===== config.mk =====
export PLATFORM = sky130hd
export DESIGN_NAME = pmem_arbiter_flat
export DESIGN_NICKNAME = d
export VERILOG_FILES = /design/src/rtl/pmem_arbiter_pkg.sv /design/src/rtl/pmem_arbiter_if.sv /design/src/rtl/pmem_arbiter_watchdog.sv /design/src/rtl/pmem_arbiter.sv /design/src/flat_wrapper.sv
export SDC_FILE = /design/constraint.sdc
export NUM_CORES = 1
export LEC_CHECK = 0
export CAP_MARGIN = 20
export CORE_AREA = 2 2 321 323
export DETAILED_ROUTE_END_ITERATION = 16
export DIE_AREA = 0 0 323 325
export GPL_TIMING_DRIVEN = 0
export PLACE_DENSITY = 0.4
export SYNTH_ARGS = -nofsm -noshare
export SYNTH_HDL_FRONTEND = slang
export SYNTH_HIERARCHICAL = 1
export SYNTH_SLANG_ARGS = --single-unit

===== constraint.sdc =====
create_clock -name clk -period 2.26 [get_ports clk]
set_input_delay 0.226 -clock clk [delete_from_list [all_inputs] [get_ports clk]]
set_output_delay 0.226 -clock clk [all_outputs]
set_load 0.01 [all_outputs]

===== src/rtl/pmem_arbiter_pkg.sv =====
// Shared types for the I/D-cache physical memory arbiter.
// Holds the FSM state encoding, the port identifiers and the cache line type.
package lc3b_types;

    localparam int LC3B_LINE_WIDTH = 128;

    typedef logic [LC3B_LINE_WIDTH-1:0] lc3b_line;

    typedef enum logic [1:0] {
        IDLE    = 2'd0,
        BUSY_I  = 2'd1,
        BUSY_D  = 2'd2,
        RECOVER = 2'd3
    } arb_state_t;

    typedef enum logic {
        PORT_I = 1'b0,
        PORT_D = 1'b1
    } arb_port_t;

    function automatic logic arb_is_busy(arb_state_t s);
        return (s == BUSY_I) || (s == BUSY_D);
    endfunction

endpackage


===== src/rtl/pmem_arbiter_if.sv =====
// Bundle of cache-side, memory-side and status signals around the arbiter.
// slave is the arbiter's view; master is the caches' and memory's view.
interface pmem_arbiter_if #(
    parameter int ADDR_WIDTH = 16,
    parameter int LINE_WIDTH = 128
);
    logic                  pmem_read_i;
    logic                  pmem_write_i;
    logic [ADDR_WIDTH-1:0] pmem_address_i;
    logic [LINE_WIDTH-1:0] pmem_wdata_i;
    logic                  pmem_read_d;
    logic                  pmem_write_d;
    logic [ADDR_WIDTH-1:0] pmem_address_d;
    logic [LINE_WIDTH-1:0] pmem_wdata_d;
    logic                  pmem_resp_i;
    logic                  pmem_resp_d;
    logic [LINE_WIDTH-1:0] pmem_rdata_i;
    logic [LINE_WIDTH-1:0] pmem_rdata_d;
    logic                  pmem_read;
    logic                  pmem_write;
    logic [ADDR_WIDTH-1:0] pmem_address;
    logic [LINE_WIDTH-1:0] pmem_wdata;
    logic                  pmem_resp;
    logic [LINE_WIDTH-1:0] pmem_rdata;
    logic                  grant_i;
    logic                  grant_d;
    logic                  timeout_err;

    modport slave (
        input  pmem_read_i, pmem_write_i, pmem_address_i, pmem_wdata_i,
        input  pmem_read_d, pmem_write_d, pmem_address_d, pmem_wdata_d,
        input  pmem_resp, pmem_rdata,
        output pmem_resp_i, pmem_resp_d, pmem_rdata_i, pmem_rdata_d,
        output pmem_read, pmem_write, pmem_address, pmem_wdata,
        output grant_i, grant_d, timeout_err
    );

    modport master (
        output pmem_read_i, pmem_write_i, pmem_address_i, pmem_wdata_i,
        output pmem_read_d, pmem_write_d, pmem_address_d, pmem_wdata_d,
        output pmem_resp, pmem_rdata,
        input  pmem_resp_i, pmem_resp_d, pmem_rdata_i, pmem_rdata_d,
        input  pmem_read, pmem_write, pmem_address, pmem_wdata,
        input  grant_i, grant_d, timeout_err
    );

endinterface


===== src/rtl/pmem_arbiter_watchdog.sv =====
// Busy-cycle watchdog: counts cycles of an outstanding memory request and
// raises a sticky error once the count saturates at TIMEOUT.
module arb_watchdog #(
    parameter int TIMEOUT = 255
) (
    input  logic clk,
    input  logic rst_n,
    input  logic i_clear,
    input  logic i_busy,
    input  logic i_resp,
    output logic o_timeout_err
);
    localparam int              CNT_W    = $clog2(TIMEOUT + 1);
    localparam logic [CNT_W-1:0] LP_LIMIT = CNT_W'(TIMEOUT);

    logic [CNT_W-1:0] r_cnt;
    logic             r_err;
    logic             w_tick;

    assign w_tick        = i_busy & ~i_resp & (r_cnt != LP_LIMIT);
    assign o_timeout_err = r_err;

    // The error is set on the edge where the count reaches the limit; the
    // arbiter itself keeps waiting, only reset clears the flag.
    always_ff @(posedge clk or negedge rst_n) begin
        if (!rst_n) begin
            r_cnt <= '0;
            r_err <= 1'b0;
        end else begin
            if (i_clear) begin
                r_cnt <= '0;
            end else if (w_tick) begin
                r_cnt <= r_cnt + 1'b1;
            end
            if (w_tick && (r_cnt == LP_LIMIT - 1'b1)) begin
                r_err <= 1'b1;
            end
        end
    end

endmodule


===== src/rtl/pmem_arbiter.sv =====
// Two-port (I-cache / D-cache) arbiter in front of a single physical memory.
// One transaction at a time, alternating priority on ties, one idle cycle after each response.
module pmem_arbiter
    import lc3b_types::*;
#(
    parameter int ADDR_WIDTH = 16,
    parameter int LINE_WIDTH = 128,
    parameter int TIMEOUT    = 255
) (
    input  logic           clk,
    input  logic           rst_n,
    pmem_arbiter_if.slave  bus
);
    arb_state_t            r_state;
    arb_state_t            w_state_next;
    arb_port_t             r_last_grant;
    arb_port_t             w_last_grant_next;
    logic [ADDR_WIDTH-1:0] r_addr;
    logic [ADDR_WIDTH-1:0] w_addr_next;
    logic [LINE_WIDTH-1:0] r_wdata;
    logic [LINE_WIDTH-1:0] w_wdata_next;
    logic                  r_op_write;
    logic                  w_op_write_next;
    logic                  w_req_i;
    logic                  w_req_d;
    logic                  w_grant_start;
    logic                  w_busy;
    logic                  w_resp_i;
    logic                  w_resp_d;

    assign w_req_i = bus.pmem_read_i | bus.pmem_write_i;
    assign w_req_d = bus.pmem_read_d | bus.pmem_write_d;
    assign w_busy  = arb_is_busy(r_state);

    always_ff @(posedge clk or negedge rst_n) begin
        if (!rst_n) begin
            r_state      <= IDLE;
            r_last_grant <= PORT_I;
            r_addr       <= '0;
            r_wdata      <= '0;
            r_op_write   <= 1'b0;
        end else begin
            r_state      <= w_state_next;
            r_last_grant <= w_last_grant_next;
            r_addr       <= w_addr_next;
            r_wdata      <= w_wdata_next;
            r_op_write   <= w_op_write_next;
        end
    end

    // Write wins over read when a port raises both strobes.
    always_comb begin
        w_state_next      = r_state;
        w_last_grant_next = r_last_grant;
        w_addr_next       = r_addr;
        w_wdata_next      = r_wdata;
        w_op_write_next   = r_op_write;
        w_grant_start     = 1'b0;
        case (r_state)
            IDLE: begin
                if (w_req_d && (!w_req_i || (r_last_grant == PORT_I))) begin
                    w_state_next      = BUSY_D;
                    w_last_grant_next = PORT_D;
                    w_addr_next       = bus.pmem_address_d;
                    w_wdata_next      = bus.pmem_wdata_d;
                    w_op_write_next   = bus.pmem_write_d;
                    w_grant_start     = 1'b1;
                end else if (w_req_i) begin
                    w_state_next      = BUSY_I;
                    w_last_grant_next = PORT_I;
                    w_addr_next       = bus.pmem_address_i;
                    w_wdata_next      = bus.pmem_wdata_i;
                    w_op_write_next   = bus.pmem_write_i;
                    w_grant_start     = 1'b1;
                end
            end
            BUSY_I, BUSY_D: begin
                if (bus.pmem_resp) begin
                    w_state_next = RECOVER;
                end
            end
            RECOVER: w_state_next = IDLE;
            default: w_state_next = IDLE;
        endcase
    end

    assign bus.pmem_read    = w_busy & ~r_op_write;
    assign bus.pmem_write   = w_busy & r_op_write;
    assign bus.pmem_address = r_addr;
    assign bus.pmem_wdata   = r_wdata;
    assign bus.grant_i      = (r_state == BUSY_I);
    assign bus.grant_d      = (r_state == BUSY_D);

    // Response is passed straight through to the owning port in the same cycle.
    assign w_resp_i         = bus.grant_i & bus.pmem_resp;
    assign w_resp_d         = bus.grant_d & bus.pmem_resp;
    assign bus.pmem_resp_i  = w_resp_i;
    assign bus.pmem_resp_d  = w_resp_d;
    assign bus.pmem_rdata_i = w_resp_i ? bus.pmem_rdata : '0;
    assign bus.pmem_rdata_d = w_resp_d ? bus.pmem_rdata : '0;

    arb_watchdog #(
        .TIMEOUT (TIMEOUT)
    ) u_watchdog (
        .clk           (clk),
        .rst_n         (rst_n),
        .i_clear       (w_grant_start),
        .i_busy        (w_busy),
        .i_resp        (bus.pmem_resp),
        .o_timeout_err (bus.timeout_err)
    );

endmodule


===== src/flat_wrapper.sv =====
// flat-port wrapper written by rule: the top's interface ports become plain ports
module pmem_arbiter_flat import lc3b_types::*;
#(
    parameter int ADDR_WIDTH = 16,
    parameter int LINE_WIDTH = 128,
    parameter int TIMEOUT    = 255
)
  (clk, rst_n, bus_pmem_read_i, bus_pmem_write_i, bus_pmem_address_i, bus_pmem_wdata_i, bus_pmem_read_d, bus_pmem_write_d, bus_pmem_address_d, bus_pmem_wdata_d, bus_pmem_resp, bus_pmem_rdata, bus_pmem_resp_i, bus_pmem_resp_d, bus_pmem_rdata_i, bus_pmem_rdata_d, bus_pmem_read, bus_pmem_write, bus_pmem_address, bus_pmem_wdata, bus_grant_i, bus_grant_d, bus_timeout_err);
  pmem_arbiter_if #(.ADDR_WIDTH(ADDR_WIDTH), .LINE_WIDTH(LINE_WIDTH)) bus_i ();
  input  logic clk;
  input  logic rst_n;
  input wire logic [$bits(bus_i.pmem_read_i)-1:0] bus_pmem_read_i;
  input wire logic [$bits(bus_i.pmem_write_i)-1:0] bus_pmem_write_i;
  input wire logic [$bits(bus_i.pmem_address_i)-1:0] bus_pmem_address_i;
  input wire logic [$bits(bus_i.pmem_wdata_i)-1:0] bus_pmem_wdata_i;
  input wire logic [$bits(bus_i.pmem_read_d)-1:0] bus_pmem_read_d;
  input wire logic [$bits(bus_i.pmem_write_d)-1:0] bus_pmem_write_d;
  input wire logic [$bits(bus_i.pmem_address_d)-1:0] bus_pmem_address_d;
  input wire logic [$bits(bus_i.pmem_wdata_d)-1:0] bus_pmem_wdata_d;
  input wire logic [$bits(bus_i.pmem_resp)-1:0] bus_pmem_resp;
  input wire logic [$bits(bus_i.pmem_rdata)-1:0] bus_pmem_rdata;
  output wire logic [$bits(bus_i.pmem_resp_i)-1:0] bus_pmem_resp_i;
  output wire logic [$bits(bus_i.pmem_resp_d)-1:0] bus_pmem_resp_d;
  output wire logic [$bits(bus_i.pmem_rdata_i)-1:0] bus_pmem_rdata_i;
  output wire logic [$bits(bus_i.pmem_rdata_d)-1:0] bus_pmem_rdata_d;
  output wire logic [$bits(bus_i.pmem_read)-1:0] bus_pmem_read;
  output wire logic [$bits(bus_i.pmem_write)-1:0] bus_pmem_write;
  output wire logic [$bits(bus_i.pmem_address)-1:0] bus_pmem_address;
  output wire logic [$bits(bus_i.pmem_wdata)-1:0] bus_pmem_wdata;
  output wire logic [$bits(bus_i.grant_i)-1:0] bus_grant_i;
  output wire logic [$bits(bus_i.grant_d)-1:0] bus_grant_d;
  output wire logic [$bits(bus_i.timeout_err)-1:0] bus_timeout_err;
  assign bus_i.pmem_read_i = bus_pmem_read_i;
  assign bus_i.pmem_write_i = bus_pmem_write_i;
  assign bus_i.pmem_address_i = bus_pmem_address_i;
  assign bus_i.pmem_wdata_i = bus_pmem_wdata_i;
  assign bus_i.pmem_read_d = bus_pmem_read_d;
  assign bus_i.pmem_write_d = bus_pmem_write_d;
  assign bus_i.pmem_address_d = bus_pmem_address_d;
  assign bus_i.pmem_wdata_d = bus_pmem_wdata_d;
  assign bus_i.pmem_resp = bus_pmem_resp;
  assign bus_i.pmem_rdata = bus_pmem_rdata;
  assign bus_pmem_resp_i = bus_i.pmem_resp_i;
  assign bus_pmem_resp_d = bus_i.pmem_resp_d;
  assign bus_pmem_rdata_i = bus_i.pmem_rdata_i;
  assign bus_pmem_rdata_d = bus_i.pmem_rdata_d;
  assign bus_pmem_read = bus_i.pmem_read;
  assign bus_pmem_write = bus_i.pmem_write;
  assign bus_pmem_address = bus_i.pmem_address;
  assign bus_pmem_wdata = bus_i.pmem_wdata;
  assign bus_grant_i = bus_i.grant_i;
  assign bus_grant_d = bus_i.grant_d;
  assign bus_timeout_err = bus_i.timeout_err;
  pmem_arbiter #(.ADDR_WIDTH(ADDR_WIDTH), .LINE_WIDTH(LINE_WIDTH), .TIMEOUT(TIMEOUT)) u_core (.clk(clk), .rst_n(rst_n), .bus(bus_i));
endmodule

* After elaboration in Yosys (flattened, before gate mapping) *
Cells that the tools add are included.

storage, ports and cells
  input bits = 423
  register bits after elaboration = 157
  logic and storage cells = 56
  output and inout port bits = 407

cells by class
  $add $sub $neg = 1
  bitwise gates (word level) = 11
  equal/unequal tests = 7
  reductions and logical operators = 11
  muxes and demuxes = 19

operators with widths
  operator             count
  $mux 128             4
  $mux 16              2
  $mux 8               2
  $add 8x1->8 const B  1
  $eq 8x8->1 const B   1
  $ne 8x8->1 const B   1
  $mux 1               7
  $and 1x1->1          6
  $mux 2               3
  $pmux 2 s3           1
  $eq 2x2->1 const B   2
  $reduce_and 2->1     2
  $reduce_bool 2->1    2
  $ne 3x1->1 const B   1
  $not 1->1            3
  $eq 2x1->1 const B   1
  $logic_and 1x1->1    2
  $logic_not 2->1      1
  $logic_or 1x1->1     2
  $ne 2x2->1 const B   1
  $or 1x1->1           2
  $reduce_or 2->1      1
  $logic_not 1->1      1

* Depth between registers and ports, before layout *
  depth after elaboration = 7
  gate-level depth with buffers = 7
  gate-level depth less buffers = 6

* By module *
The synthesis kept the hierarchy.

modules (own cells, without submodules)
  module        sequential area each (µm²)  instances  area each (µm²)  cells an instance
  pmem_arbiter  3703.6                      1          9088.7           1165
  arb_watchdog  225.2                       1          510.5            48

* Worst setup path before layout *
Ideal clock, no wire load.

  path type = reg-to-reg
  from = register u_core.r_state[0]
  to = register u_core.u_watchdog.r_cnt[0]
  buffers on the path = 3
  stages on the path, launching flop included = 8
  arrival = 1.518 ns
  path slack = 0.613 ns
  path through = dfrtp_1 inv_1 ha_1 o41a_1 buf_2 buf_2 buf_1 nor2_1

RTL lines
  element                                      RTL line                     text
  start, declared                              pmem_arbiter.sv:14           arb_state_t r_state;
  start signal, assigned                       pmem_arbiter.sv:43           r_state <= w_state_next;
  $logic_not 2->1 *                            pmem_arbiter.sv:59           case (r_state)
  $mux 1 *                                     pmem_arbiter.sv:59
  via u_core.w_grant_start                     pmem_arbiter.sv:26           logic w_grant_start;
  $mux 8 or $reduce_bool 2->1 (tied branches)  -
  end signal, assigned                         pmem_arbiter_watchdog.sv:33  r_cnt <= r_cnt + 1'b1;
  end, declared                                pmem_arbiter_watchdog.sv:16  logic [CNT_W-1:0] r_cnt;

The timed path passes the listed nets; every way through them passes the cells marked *.
A chain may end at the register's enable or synchronous reset.

* Worst setup path after layout *
  from = register u_core.r_state[1]
  to = output bus_pmem_rdata_d[115]

between the ends
  cells in the longest elaborated chain, start to end = 3

RTL lines
  element        RTL line             text
  $eq 2x2->1     pmem_arbiter.sv:92   assign bus.grant_d = (r_state == BUSY_D);
  $and 1x1->1    pmem_arbiter.sv:96   assign w_resp_d = bus.grant_d & bus.pmem_resp;
  $mux 128       pmem_arbiter.sv:100  assign bus.pmem_rdata_d = w_resp_d ? bus.pmem_rdata : '0;
  end, declared  flat_wrapper.sv:25   output wire logic [$bits(bus_i.pmem_rdata_d)-1:0] bus_pmem_rdata_d;

Every way passes these cells.

==> summary.txt <==
Worst setup path
  – Critical path buffers and inverters: 6
  – Slowest cell on crit path: dfrtp_1
  – CP Data Required Time: ~2.0 ns
  – Top cell family by delay on the critical path: buffers and inverters
  – Crit-path most repeated cell: buf_6
  – CP cell instances: buf_6 -> ha_4 -> clkbuf_16 -> buf_6 -> clkbuf_16 -> buf_6 -> and3_4 -> buf_6
  – Critical path class: register to output port
  – CP Launch Type: register
  – CP endpoint kind: output port
  – Critical path fanouts, max: 5
  – CP peak stage delay: ~0.42 ns
  – Worst EP arrival: 2.11 ns

Synth
  – Compound-Gate Fraction of Synth Area: 18.6%
  – Post-synth EDFFs: 0
  – Seq/Total Area, Yosys: 40.9%
  – Synth top area cells: dfrtp_1, and3_1, a31oi_1
  – Netlist cell types: 37
  – Post-Synth Adder-Cell Area: 0.782%
  – Post-synthesis simple-gate area fraction: 31.7%
  – Mux share of post-synthesis cell area: 0%
  – Largest area contributor in the netlist: dfrtp_1
  – Syn_area_per_cell: 7.91 sq um
  – Synth top area share: approximately two fifths
  – Cell area after synthesis: 9600 sq um
  – Synth Instances: ~1200
  – Syn Nets: roughly 1600
  – Flop and latch count out of synthesis: 157
  – Async SR Flop Fraction: 100%
  – Fraction of synthesized cell area in xor and xnor cells: less than 1%
  – Post-synth top flop: dfrtp_1
  – Largest family of logic cells by synthesized area: simple AND/OR/NAND/NOR gates
  – Yosys warns: 6

Cells and area
  – Non-Filler Instances: roughly 3500
  – Area grow syn2layout: 128%
  – Most frequent cells in the layout: clkdlybuf4s50_1, dfrtp_1, buf_6, nor2_1, nand3_1
  – Layout fillers: 11409
  – Share of layout cells above drive strength 1: between 20% and 30%
  – Final instance area: 21900 sq um
  – Commonest non-fill, non-tap cell in the layout: clkdlybuf4s50_1
  – Reg area: 3930 sq um
  – Nets@finish: 2551
  – Area of the multi-input gates: ~5700 sq um

Status
  – Failing checks: negative setup slack
  – Status: finished, violations left

STA
  – Fmax: roughly 430 MHz
  – Setup ws final: -0.0760 ns
  – Max-slew headroom: 55.7%
  – Worst-Margin Slew: 0.664 ns
  – Clock Skew: around 0.011 ns
  – Endpoints failing hold: 0
  – Slew Viols, Final: 0
  – Final Cycle Share: 103%
  – RSZ-0062 raised after global routing: true
  – Final min period: 2.34 ns
  – Final setup violating endpoints: 38

Power
  – PwrDens: 1130 nW/um^2
  – Power Total: between 20 and 25 mW
  – Worst vdd ir: roughly 0.6 mV
  – Leakage power total: 9.21 nW

Floorplanning
  – DIE AREA: around 100000 sq um
  – Chip height: 325 um
  – Core ar.: 101000 sq um
  – # rows: 117
  – DIE WIDTH: 323 um
  – Starting Density: 9.48%
  – I/O pins: 830

Global route
  – Vias in the first global route: between 10000 and 15000
  – Congestion Overflow GR: 0
  – Initial antenna violation count: 12
  – Largest net degree at the start of global routing: 89
  – First-pass GRT wire length: 121000 um
  – GRT Total Usage: 16.7%

Routing
  – Drt total wl: 91600 um
  – Via Count: roughly 14000
  – WL per Instance: 26.1 um
  – DRT Pass-1 Iters: 4
  – Via density: between 3 and 4
  – DRC viols: 0
  – Initial DRC Count: 694
  – Antenna-violating nets left: 0

CTS
  – Clock Tree Buf Depth: 2
  – CTS Sinks: 157
  – CTS clk-pin slew, worst paths: 0.08 ns
  – H-Tree Depth: 4
  – Clk_lat worst skew: 0.49 ns
  – Num CTS Buffers: 17
  – CTS tree: built
  – Root Buffer: clkbuf_16

Placed design
  – Post-DP Area: 19600 sq um
  – IO Port Bufs: 829
  – DP HPWL: 74800 um
  – Post-place setup slack: -1.49 ns
  – GPL Wtd Cong: 0.886
  – Placed cell count: 3411

Worst hold path
  – HP Class: primary input to register

Flow run
  – Max_cap viols: 0
==> layout make-up <==
cell class	instances	area share [%]
repair buffers	892	40.0
multi-input cells	896	25.9
flip-flops and latches	157	17.9
well taps	1368	7.82
plain buffers	152	5.51
clock buffers	17	1.94
clock inverters	14	0.731
inverters	6	0.103
diodes	4	0.0457
==> what timing repair did <==
action | in CTS | in global routing
resized for setup | 1409 | 166
setup endpoints to repair | 307 | 225
setup buffers | 37 | 12
endpoints found under the hold margin | 69 | 0
hold buffers | 1 | 0
gates cloned | 13 | 1
pin swaps | 5 | 2
==> final timing paths <==
| check | startpoint | endpoint | slack (ns) | depth (start not counted) |
|---|---|---|---|---|
| max | u_core/r_state[1] | bus_pmem_rdata_d[115] | -0.08 | 8 |
| min | bus_pmem_wdata_d[91] | u_core/bus.pmem_wdata[91] | 0.30 | 3 |
| max reg2reg | u_core/r_state[0] | u_core/bus.pmem_wdata[92] | 0.11 | 9 |
| min reg2reg | u_core/u_watchdog/o_timeout_err | u_core/u_watchdog/o_timeout_err | 0.49 | 1 |
| max in group asynchronous | rst_n | u_core/bus.pmem_wdata[15] | 0.98 | 3 |
| min in group asynchronous | rst_n | u_core/bus.pmem_wdata[126] | 0.31 | 2 |
==> metal layers <==
| layer | vias up | track usage, % | part of all wire [%] |
|---|---|---|---|
| met5 | - | 0 | 0.044 |
| met4 | 6 | 9.44 | 5.6 |
| met3 | 125 | 4.60 | 7.3 |
| met2 | 680 | 31.2 | 52 |
| met1 | 6605 | 16.5 | 35 |
| li1 | 6262 | - | - |
==> cells in the mapped netlist, drive strengths merged, types with 3 or more instances <==
master	count
ha	6
xnor2	7
a31oi	145
nor2	154
nand3	148
buf	61
a211oi	4
a21oi	3
and3	258
o21ai	148
dfrtp	157
inv	6
clkbuf	93
and2	3
==> where the power goes <==
group / internal [mW] / switching [mW]
combinational: 8.10 / 8.44
sequential: 4.23 / 0.816
clock: 1.64 / 1.45
==> stage by stage <==
step / setup TNS [ns] / hold slack (ns) / util, %
floorplan: 0 / -0.0696 / -
global placement: -1398.80 / 0.458 / 19.4
detailed placement: -287.07 / 0.275 / 19.4
CTS: -8.26 / 0.248 / 21.2
global route: -7.69 / 0.293 / 21.6
finish: -1.38 / 0.300 / 21.6
==> sequential cells by signal, indices dropped and copies added (netlist names) <==
register / cells
u_core/bus.pmem_address: 16
u_core/bus.pmem_wdata: 128
u_core/r_last_grant: 1
u_core/r_op_write: 1
u_core/r_state: 2
u_core/u_watchdog/o_timeout_err: 1
u_core/u_watchdog/r_cnt: 8
==> cell families after synthesis <==
kind of cell / Yosys count
XOR/XNOR: 7
AO/OA/AOI/OAI: 308
buffers and inverters: 160
adder cells (fa/ha/maj): 6
flip-flops: 157
AND/OR/NAND/NOR: 575
==> tightest hold or removal path, stage by stage <==
cell	delay [ns]
clkdlybuf4s50_1	0.40
nand3_1	0.06
a31oi_1	0.07
(Power assumes the default switching activity.)
